`config.mk`:
```
export PLATFORM = sky130hd
export DESIGN_NAME = trace_axis_packer
export DESIGN_NICKNAME = d
export VERILOG_FILES = /design/src/rtl/trace_axis_packer.sv
export SDC_FILE = /design/constraint.sdc
export NUM_CORES = 2
export LEC_CHECK = 0
export CAP_MARGIN = 20
export CELL_PAD_IN_SITES_DETAIL_PLACEMENT = 1
export CELL_PAD_IN_SITES_GLOBAL_PLACEMENT = 2
export CORE_ASPECT_RATIO = 1.4
export CORE_UTILIZATION = 38
export CTS_BUF_LIST = sky130_fd_sc_hd__clkbuf_8 sky130_fd_sc_hd__clkbuf_16
export DETAILED_ROUTE_END_ITERATION = 10
export PLACE_DENSITY_LB_ADDON = 0.1
export SLEW_MARGIN = 40
export SYNTH_ARGS = -nofsm -noshare
export SYNTH_HDL_FRONTEND = slang
export SYNTH_SLANG_ARGS = --single-unit
```
`constraint.sdc`:
```
create_clock -name clk -period 7.45 [get_ports clk]
set_clock_uncertainty 0.1 [all_clocks]
set_input_delay 0.745 -clock clk [delete_from_list [all_inputs] [get_ports clk]]
set_output_delay 0.745 -clock clk [all_outputs]
set_load 0.005 [all_outputs]
```
`src/rtl/trace_axis_packer.sv`:
```
// Repacks IN_WIDTH-bit trace beats LSB-first into OUT_WIDTH-bit AXI-Stream words.
// A beat with tlast flushes the partial word (zero-padded, tkeep-masked) as the packet end.
module trace_axis_packer #(
    parameter int IN_WIDTH  = 96,
    parameter int OUT_WIDTH = 64
) (
    input  logic                   clk,
    input  logic                   rst,
    input  logic                   S_AXIS_tvalid,
    output logic                   S_AXIS_tready,
    input  logic [IN_WIDTH-1:0]    S_AXIS_tdata,
    input  logic                   S_AXIS_tlast,
    output logic                   M_AXIS_tvalid,
    input  logic                   M_AXIS_tready,
    output logic [OUT_WIDTH-1:0]   M_AXIS_tdata,
    output logic [OUT_WIDTH/8-1:0] M_AXIS_tkeep,
    output logic                   M_AXIS_tlast,
    output logic [31:0]            packets_sent
);

    localparam int BUF_W  = IN_WIDTH + OUT_WIDTH;
    localparam int KEEP_W = OUT_WIDTH / 8;
    localparam int FILL_W = $clog2(BUF_W + 1);
    localparam logic [FILL_W-1:0] OUT_FILL  = FILL_W'(OUT_WIDTH);
    localparam logic [FILL_W-1:0] IN_FILL   = FILL_W'(IN_WIDTH);
    localparam logic [FILL_W-1:0] FILL_ZERO = {FILL_W{1'b0}};

    logic [BUF_W-1:0]  buf_r;
    logic [FILL_W-1:0] fill_r;
    logic              flush_pending_r;
    logic [31:0]       packets_sent_r;

    logic              s_tready_s;
    logic              m_tvalid_s;
    logic              m_tlast_s;
    logic              pop_s;
    logic              push_s;
    logic [FILL_W-1:0] pop_bits_s;
    logic [BUF_W-1:0]  buf_shift_s;
    logic [FILL_W-1:0] fill_shift_s;
    logic [BUF_W-1:0]  buf_next_s;
    logic [FILL_W-1:0] fill_next_s;
    logic [KEEP_W-1:0] keep_s;

    // Handshake terms come from registered state only; rst forces tready low while held.
    assign s_tready_s = ~rst & ~flush_pending_r & (fill_r <= OUT_FILL);
    assign m_tvalid_s = (fill_r >= OUT_FILL) | (flush_pending_r & (fill_r != FILL_ZERO));
    assign m_tlast_s  = flush_pending_r & (fill_r <= OUT_FILL);
    assign pop_s      = m_tvalid_s & M_AXIS_tready;
    assign push_s     = S_AXIS_tvalid & s_tready_s;
    assign pop_bits_s = (fill_r >= OUT_FILL) ? OUT_FILL : fill_r;

    // Next buffer state: pop shift first, then append the beat just above the remaining bits.
    always_comb begin
        buf_shift_s  = buf_r;
        fill_shift_s = fill_r;
        if (pop_s) begin
            buf_shift_s  = buf_r >> pop_bits_s;
            fill_shift_s = fill_r - pop_bits_s;
        end else begin
            buf_shift_s  = buf_r;
            fill_shift_s = fill_r;
        end
        buf_next_s  = buf_shift_s;
        fill_next_s = fill_shift_s;
        if (push_s) begin
            buf_next_s  = buf_shift_s | ({{OUT_WIDTH{1'b0}}, S_AXIS_tdata} << fill_shift_s);
            fill_next_s = fill_shift_s + IN_FILL;
        end else begin
            buf_next_s  = buf_shift_s;
            fill_next_s = fill_shift_s;
        end
    end

    // Byte i is valid once the buffer holds at least i+1 bytes (all ones for a full word).
    always_comb begin
        keep_s = {KEEP_W{1'b0}};
        for (int i = 0; i < KEEP_W; i++) begin
            keep_s[i] = (fill_r >= FILL_W'((i + 1) * 8));
        end
    end

    // Buffer, fill level, packet-flush flag and packet counter.
    always_ff @(posedge clk or posedge rst) begin
        if (rst) begin
            buf_r           <= {BUF_W{1'b0}};
            fill_r          <= FILL_ZERO;
            flush_pending_r <= 1'b0;
            packets_sent_r  <= 32'd0;
        end else begin
            buf_r  <= buf_next_s;
            fill_r <= fill_next_s;
            if (pop_s && m_tlast_s) begin
                flush_pending_r <= 1'b0;
                packets_sent_r  <= packets_sent_r + 32'd1;
            end else if (push_s && S_AXIS_tlast) begin
                flush_pending_r <= 1'b1;
                packets_sent_r  <= packets_sent_r;
            end else begin
                flush_pending_r <= flush_pending_r;
                packets_sent_r  <= packets_sent_r;
            end
        end
    end

    assign S_AXIS_tready = s_tready_s;
    assign M_AXIS_tvalid = m_tvalid_s;
    assign M_AXIS_tdata  = buf_r[OUT_WIDTH-1:0];
    assign M_AXIS_tkeep  = keep_s;
    assign M_AXIS_tlast  = m_tlast_s;
    assign packets_sent  = packets_sent_r;

endmodule
```
## After elaboration in Yosys (flattened, before gate mapping)

Index checks and enable logic that the tools add are counted.

| storage, ports and cells | value |
|---|---|
| input bits | 101 |
| flip-flop bits (word level) | 201 |
| word-level logic and storage cells | 39 |
| output and inout port bits | 107 |

| cells by class | value |
|---|---|
| add/sub/neg operators | 3 |
| $lt $le $gt $ge | 9 |
| multiplexer cells | 7 |
| reduce and logical (&&, ||, !) cells | 4 |
| bitwise gates (word level) | 10 |
| shift operators | 2 |

Operators by type and width:

| operator | count |
|---|---|
| $mux 160 | 2 |
| $or 160x160->160 | 1 |
| $shl 96x8->160 | 1 |
| $shr 160x8->160 | 1 |
| $add 32x1->32 const B | 1 |
| $ge 8x6->1 const B | 4 |
| $mux 8 | 3 |
| $ge 8x5->1 const B | 2 |
| $add 8x7->8 const B | 1 |
| $ge 8x4->1 const B | 1 |
| $ge 8x7->1 const B | 1 |
| $le 8x7->1 const B | 1 |
| $reduce_bool 8->1 | 1 |
| $sub 8x8->8 | 1 |
| $and 1x1->1 | 6 |
| $logic_and 1x1->1 | 2 |
| $mux 1 | 2 |
| $not 1->1 | 2 |
| $reduce_bool 2->1 | 1 |
| $or 1x1->1 | 1 |

## Longest topological paths before layout

| logic depth | value |
|---|---|
| depth in word-level cells | 8 |
| mapped depth | 21 |
| depth with buffers taken out | 13 |

## Worst setup path before layout

Ideal clock, no wire load.

| path | value |
|---|---|
| kind | register to register |
| start | register fill_r[6] |
| end | register buf_r[153] |
| arrival time | 4.256 ns |
| buffers on the path | 7 |
| data required time | 7.224 ns |
| library setup time | 0.126 ns |
| path slack | 2.968 ns |
| clock period less this slack | 4.482 ns |
| stages on the path, launching flop included | 19 |
| path through | dfrtp_1 -> buf_2 -> buf_2 -> buf_2 -> nor2_1 -> clkinv_1 -> clkbuf_1 -> clkbuf_1 -> nand2_1 -> ha_1 -> o211a_1 -> clkbuf_1 -> clkbuf_1 -> a211oi_1 -> or2_2 -> mux2i_1 -> mux2i_1 -> mux4_2 -> a221o_1 |

| between the ends | value |
|---|---|
| elaborated cells between the ends (all ways) | 16 |
| classes of those cells | add/sub: 1; order compare: 2; shift: 2; mux: 4; bitwise: 6; reduce/logical: 1 |

RTL lines:

| element | RTL line | text |
|---|---|---|
| start, declared | 29 | `logic [FILL_W-1:0] fill_r;` |
| start signal, assigned | 92 | `fill_r <= fill_next_s;` |
| $ge 8x7->1 (*) | - |  |
| via M_AXIS_tkeep[7] | 16 | `output logic [OUT_WIDTH/8-1:0] M_AXIS_tkeep,` |
| $mux 8 or $or 1x1->1 (tied branches) | 51, 47 |  |
| $sub 8x8->8 or $and 1x1->1 (tied branches) | 59, 49 |  |
| $mux 8 | 57 | `if (pop_s) begin` |
| $shl 96x8->160 | 67 | `buf_next_s = buf_shift_s \| ({{OUT_WIDTH{1'b0}}, S_AXIS_tdata} << fill_shift_s);` |
| $or 160x160->160 | 67 |  |
| $mux 160 (*) | 66 | `if (push_s) begin` |
| via buf_next_s[153] | 41 | `logic [BUF_W-1:0] buf_next_s;` |
| end signal, assigned | 86 | `buf_r <= {BUF_W{1'b0}};` |
| end signal, assigned | 91 | `buf_r <= buf_next_s;` |
| end, declared | 28 | `logic [BUF_W-1:0] buf_r;` |

Mark *: on every way through the listed nets, which the timed path passes. The rest lies on a longest branch.
A chain may end at the register's enable or synchronous reset.

## Worst setup path in the final report

| path | value |
|---|---|
| start | register fill_r[0] |
| end | register buf_r[151] |

| between the ends | value |
|---|---|
| longest elaborated chain between the ends | 8 |
| elaborated cells between the ends (all ways) | 16 |
| classes of those cells | add/sub: 1; order compare: 2; shift: 2; mux: 4; bitwise: 6; reduce/logical: 1 |

Ends and longest elaborated chain:

| element | RTL line |
|---|---|
| branches (longest 7 deep; another with $ge 8x7->1) | - |
| $mux 160 (*) | 66 |
| via buf_next_s[151] | 41 |

Mark *: on every way through the listed nets, which the timed path passes.

==> metrics.txt <==
Largest delay share family, worst path=multiplexers; Clock Tree Buf Depth=3; data required time of the worst path=7840 ps; number of design-rule violations left by the first detailed-router iteration=4744; final worst slack=1557 ps; H-tree levels=1; vertical die dimension=331.6 um; Worst-Margin Slew=1016 ps; most used cell along the critical path=sky130_fd_sc_hd__mux2i_1; mean post-synth cell area=8.500 um2; number of antenna violations at the first check in global routing=22; remaining max-slew budget at the tightest pin=0.3184; critical-path cell list=buf_4 > nand2_2 > clkinv_2 > buf_4 > mux4_2 > mux2i_1 > mux2i_2 > mux2i_1 > mux2i_1 > a221o_1; CTS root buffer=sky130_fd_sc_hd__clkbuf_16; CTS clk-pin slew, worst paths=70 ps; primary flip-flop cell chosen by synthesis mapping=sky130_fd_sc_hd__dfrtp_1; initial standard-cell utilization of the core=0.3850; maximum VDD drop=315.3 uV; die area=78710 um2; max-slew violations=0; share of post-route cells with drive strength above 1=0.1506; slowest cell on the critical path=sky130_fd_sc_hd__dfrtp_1; final global-route overflow total=0; reg2reg start=fill_r[0]; final weighted congestion in routability-driven placement=1.079; peak fanout along the critical path=40; Reg-to-Reg End=buf_r[151]; post-synth net total=3573; final routed wire length divided by cell count=46.40 um; Buf/Inv on CP=3; CP max stage delay=930 ps; length of the first detailed-routing pass in iterations=7; Vias=34820; overall routing resource usage=0.5113; Top Ports=208; minimum period implied by the final worst setup slack=5893 ps; Max-Cap Viols=0; Worst Min Path Start=packets_sent[31]; Area Overhead vs Synth=12.66%; post-synthesis cell area=29480 um2; Post-DRT Antenna Nets=0; sum of negative setup slack=0 ps; number of stages on the worst hold path=1; FF-to-FF setup slack=1560 ps; period utilisation layout=0.7910; DRC viols=0; number of nets in the layout=3535; P per Cell Area=574.1 nW/um2; number of buffers added to fix hold violations after cts=0; Arrival @ worst endpoint=6280 ps; x dimension of the die=237.4 um; fraction of the yosys area taken by sequential cells=0.1706; count of cells resized by post-cts repair=0; unrepaired setup endpoints after global routing=no; endpoint class of the critical path=flip-flop; placed wire-length estimate=156500 um; Peak Freq=169.7 MHz; number of distinct library cell variants in the gate-level netlist after synthesis=78; number of clock sinks seen by CTS=201; wirelength, routed=205900 um; wire length of the first global-routing pass=283900 um; leading cell types in the layout, fill and taps excluded=sky130_fd_sc_hd__mux2i_1 (591), sky130_fd_sc_hd__nand2_1 (441), sky130_fd_sc_hd__clkdlybuf4s50_1 (207), sky130_fd_sc_hd__dfrtp_1 (199), sky130_fd_sc_hd__mux4_2 (186); path depth of the worst reg2reg path=10; Final Core Density=0.4337; via-per-instance ratio=7.845; Row Count=120; final-report hold violation count=0; most common library cell in the layout ignoring fill and taps=sky130_fd_sc_hd__mux2i_1; proportion of synthesized flip-flops having asynchronous set or reset=1.000; number of setup buffers added after CTS=0; clock latency of the later-clocked register in the worst-skew pair=600 ps; end point of the most critical hold path=packets_sent[31]; TritonCTS clock tree=done; worst setup path class=reg -> reg; number of enable-type register cells in the synthesized netlist=0; Setup WS pre-CTS=1617 ps; Synth Instances=3468; Warnings, synthesis=0; standby leakage power=14.86 nW; via count of the first global-routing pass=34450; number of clock buffers inserted by TritonCTS=27; Core Region=76570 um2; path category of the worst min-delay check=reg -> reg; post-synthesis sequential element count=201; result of the run=finished clean; element type at the critical path start=flip-flop; Setup Viol. Count Final=0; number of buffers added on ports=207; pin count of the biggest net entering global routing=116
worst max-delay path by stage:
stage | depth (start not counted) | to | startpoint | slack (ps)
6_report | 10 | buf_r[151] | fill_r[0] | 1560
5_1_grt | 10 | buf_r[151] | fill_r[0] | 1570
4_1_cts | 10 | buf_r[151] | fill_r[0] | 1930
3_5_place_dp | 11 | buf_r[151] | M_AXIS_tready | 1620
3_3_place_gp | 11 | buf_r[85] | M_AXIS_tready | 1660
2_1_floorplan | 1 | buf_r[0] | rst | 1120
synth_stat cells, types with 23 or more instances:
cell	n	area [um2]
sky130_fd_sc_hd__buf_1	64	240.2
sky130_fd_sc_hd__a31oi_1	25	156.4
sky130_fd_sc_hd__buf_2	91	455.4
sky130_fd_sc_hd__a22oi_1	108	810.8
sky130_fd_sc_hd__o221ai_1	30	262.8
sky130_fd_sc_hd__nand3_1	142	710.7
sky130_fd_sc_hd__mux2i_1	607	6076
sky130_fd_sc_hd__a22o_1	38	332.8
sky130_fd_sc_hd__xnor2_1	23	201.4
sky130_fd_sc_hd__o22ai_1	42	262.8
sky130_fd_sc_hd__o21ai_0	173	865.8
sky130_fd_sc_hd__and3_1	35	219.0
sky130_fd_sc_hd__clkbuf_1	175	656.9
sky130_fd_sc_hd__mux2_2	47	529.3
sky130_fd_sc_hd__a221oi_1	33	289.0
sky130_fd_sc_hd__a211o_1	29	254.0
sky130_fd_sc_hd__a211oi_1	93	698.2
sky130_fd_sc_hd__mux4_2	186	4189
sky130_fd_sc_hd__nor2_1	182	683.2
sky130_fd_sc_hd__o211ai_1	79	593.1
sky130_fd_sc_hd__a221o_1	45	450.4
sky130_fd_sc_hd__nand2_1	444	1667
sky130_fd_sc_hd__nor3_1	26	130.1
sky130_fd_sc_hd__buf_4	82	615.6
sky130_fd_sc_hd__dfrtp_1	201	5030
sky130_fd_sc_hd__and2_1	34	212.7
sky130_fd_sc_hd__a21oi_1	179	895.9
cell families (layout without fill, tap and decap cells):
group | after synthesis | count (layout) | share of synthesized area
compound gates | 1002 | 1002 | 0.2361
simple gates | 949 | 949 | 0.1438
mux | 842 | 842 | 0.3671
buf+inv | 434 | 413 | 0.07033
flops | 201 | 201 | 0.1706
xor+xnor | 34 | 34 | 0.01010
fa+ha+maj | 4 | 4 | 0.001698
other cells | 2 | 17 | 0.0002548
per-layer routing:
metal / wire [um] / GRT usage / vias to the layer above
met5: 41 / 0 / -
li1: - / - / 13350
met2: 89460 / 0.7751 / 2943
met3: 22800 / 0.1477 / 948
met1: 71400 / 0.5855 / 17570
met4: 22230 / 0.4500 / 6
registers in the layout, summed over array words and instances (netlist names):
| name | count |
|---|---|
| buf_r | 160 |
| fill_r | 8 |
| flush_pending_r | 1 |
| packets_sent | 32 |
area by class of cell:
type                    count  area (um2)
well taps                 976        1221
multi-input cells        2833       22710
clock inverters            15       140.1
flip-flops and latches    201        5032
repair buffers            348        3247
clock buffers              31       730.7
diodes                     15       37.54
fillers                  8885       43360
inverters                  19       88.84
where the power goes:
| group | internal, mW | switching, mW |
|---|---|---|
| logic | 4.70 | 10.1 |
| registers | 1.48 | 1.42 |
| clock network | 0.768 | 0.618 |
metrics by stage:
stage	hold slack, ps	power, mW	cells	instance area (um2)
CTS	376.4	17.90	4419	33040
global route	390.0	18.98	4424	33180
global placement	359.0	16.26	4371	32020
detailed placement	364.5	16.48	4373	32170
finish	367.0	19.07	4438	33210
floorplan	364.7	9.868	3468	29480
No activity file was read; power rests on OpenSTA's default activity.
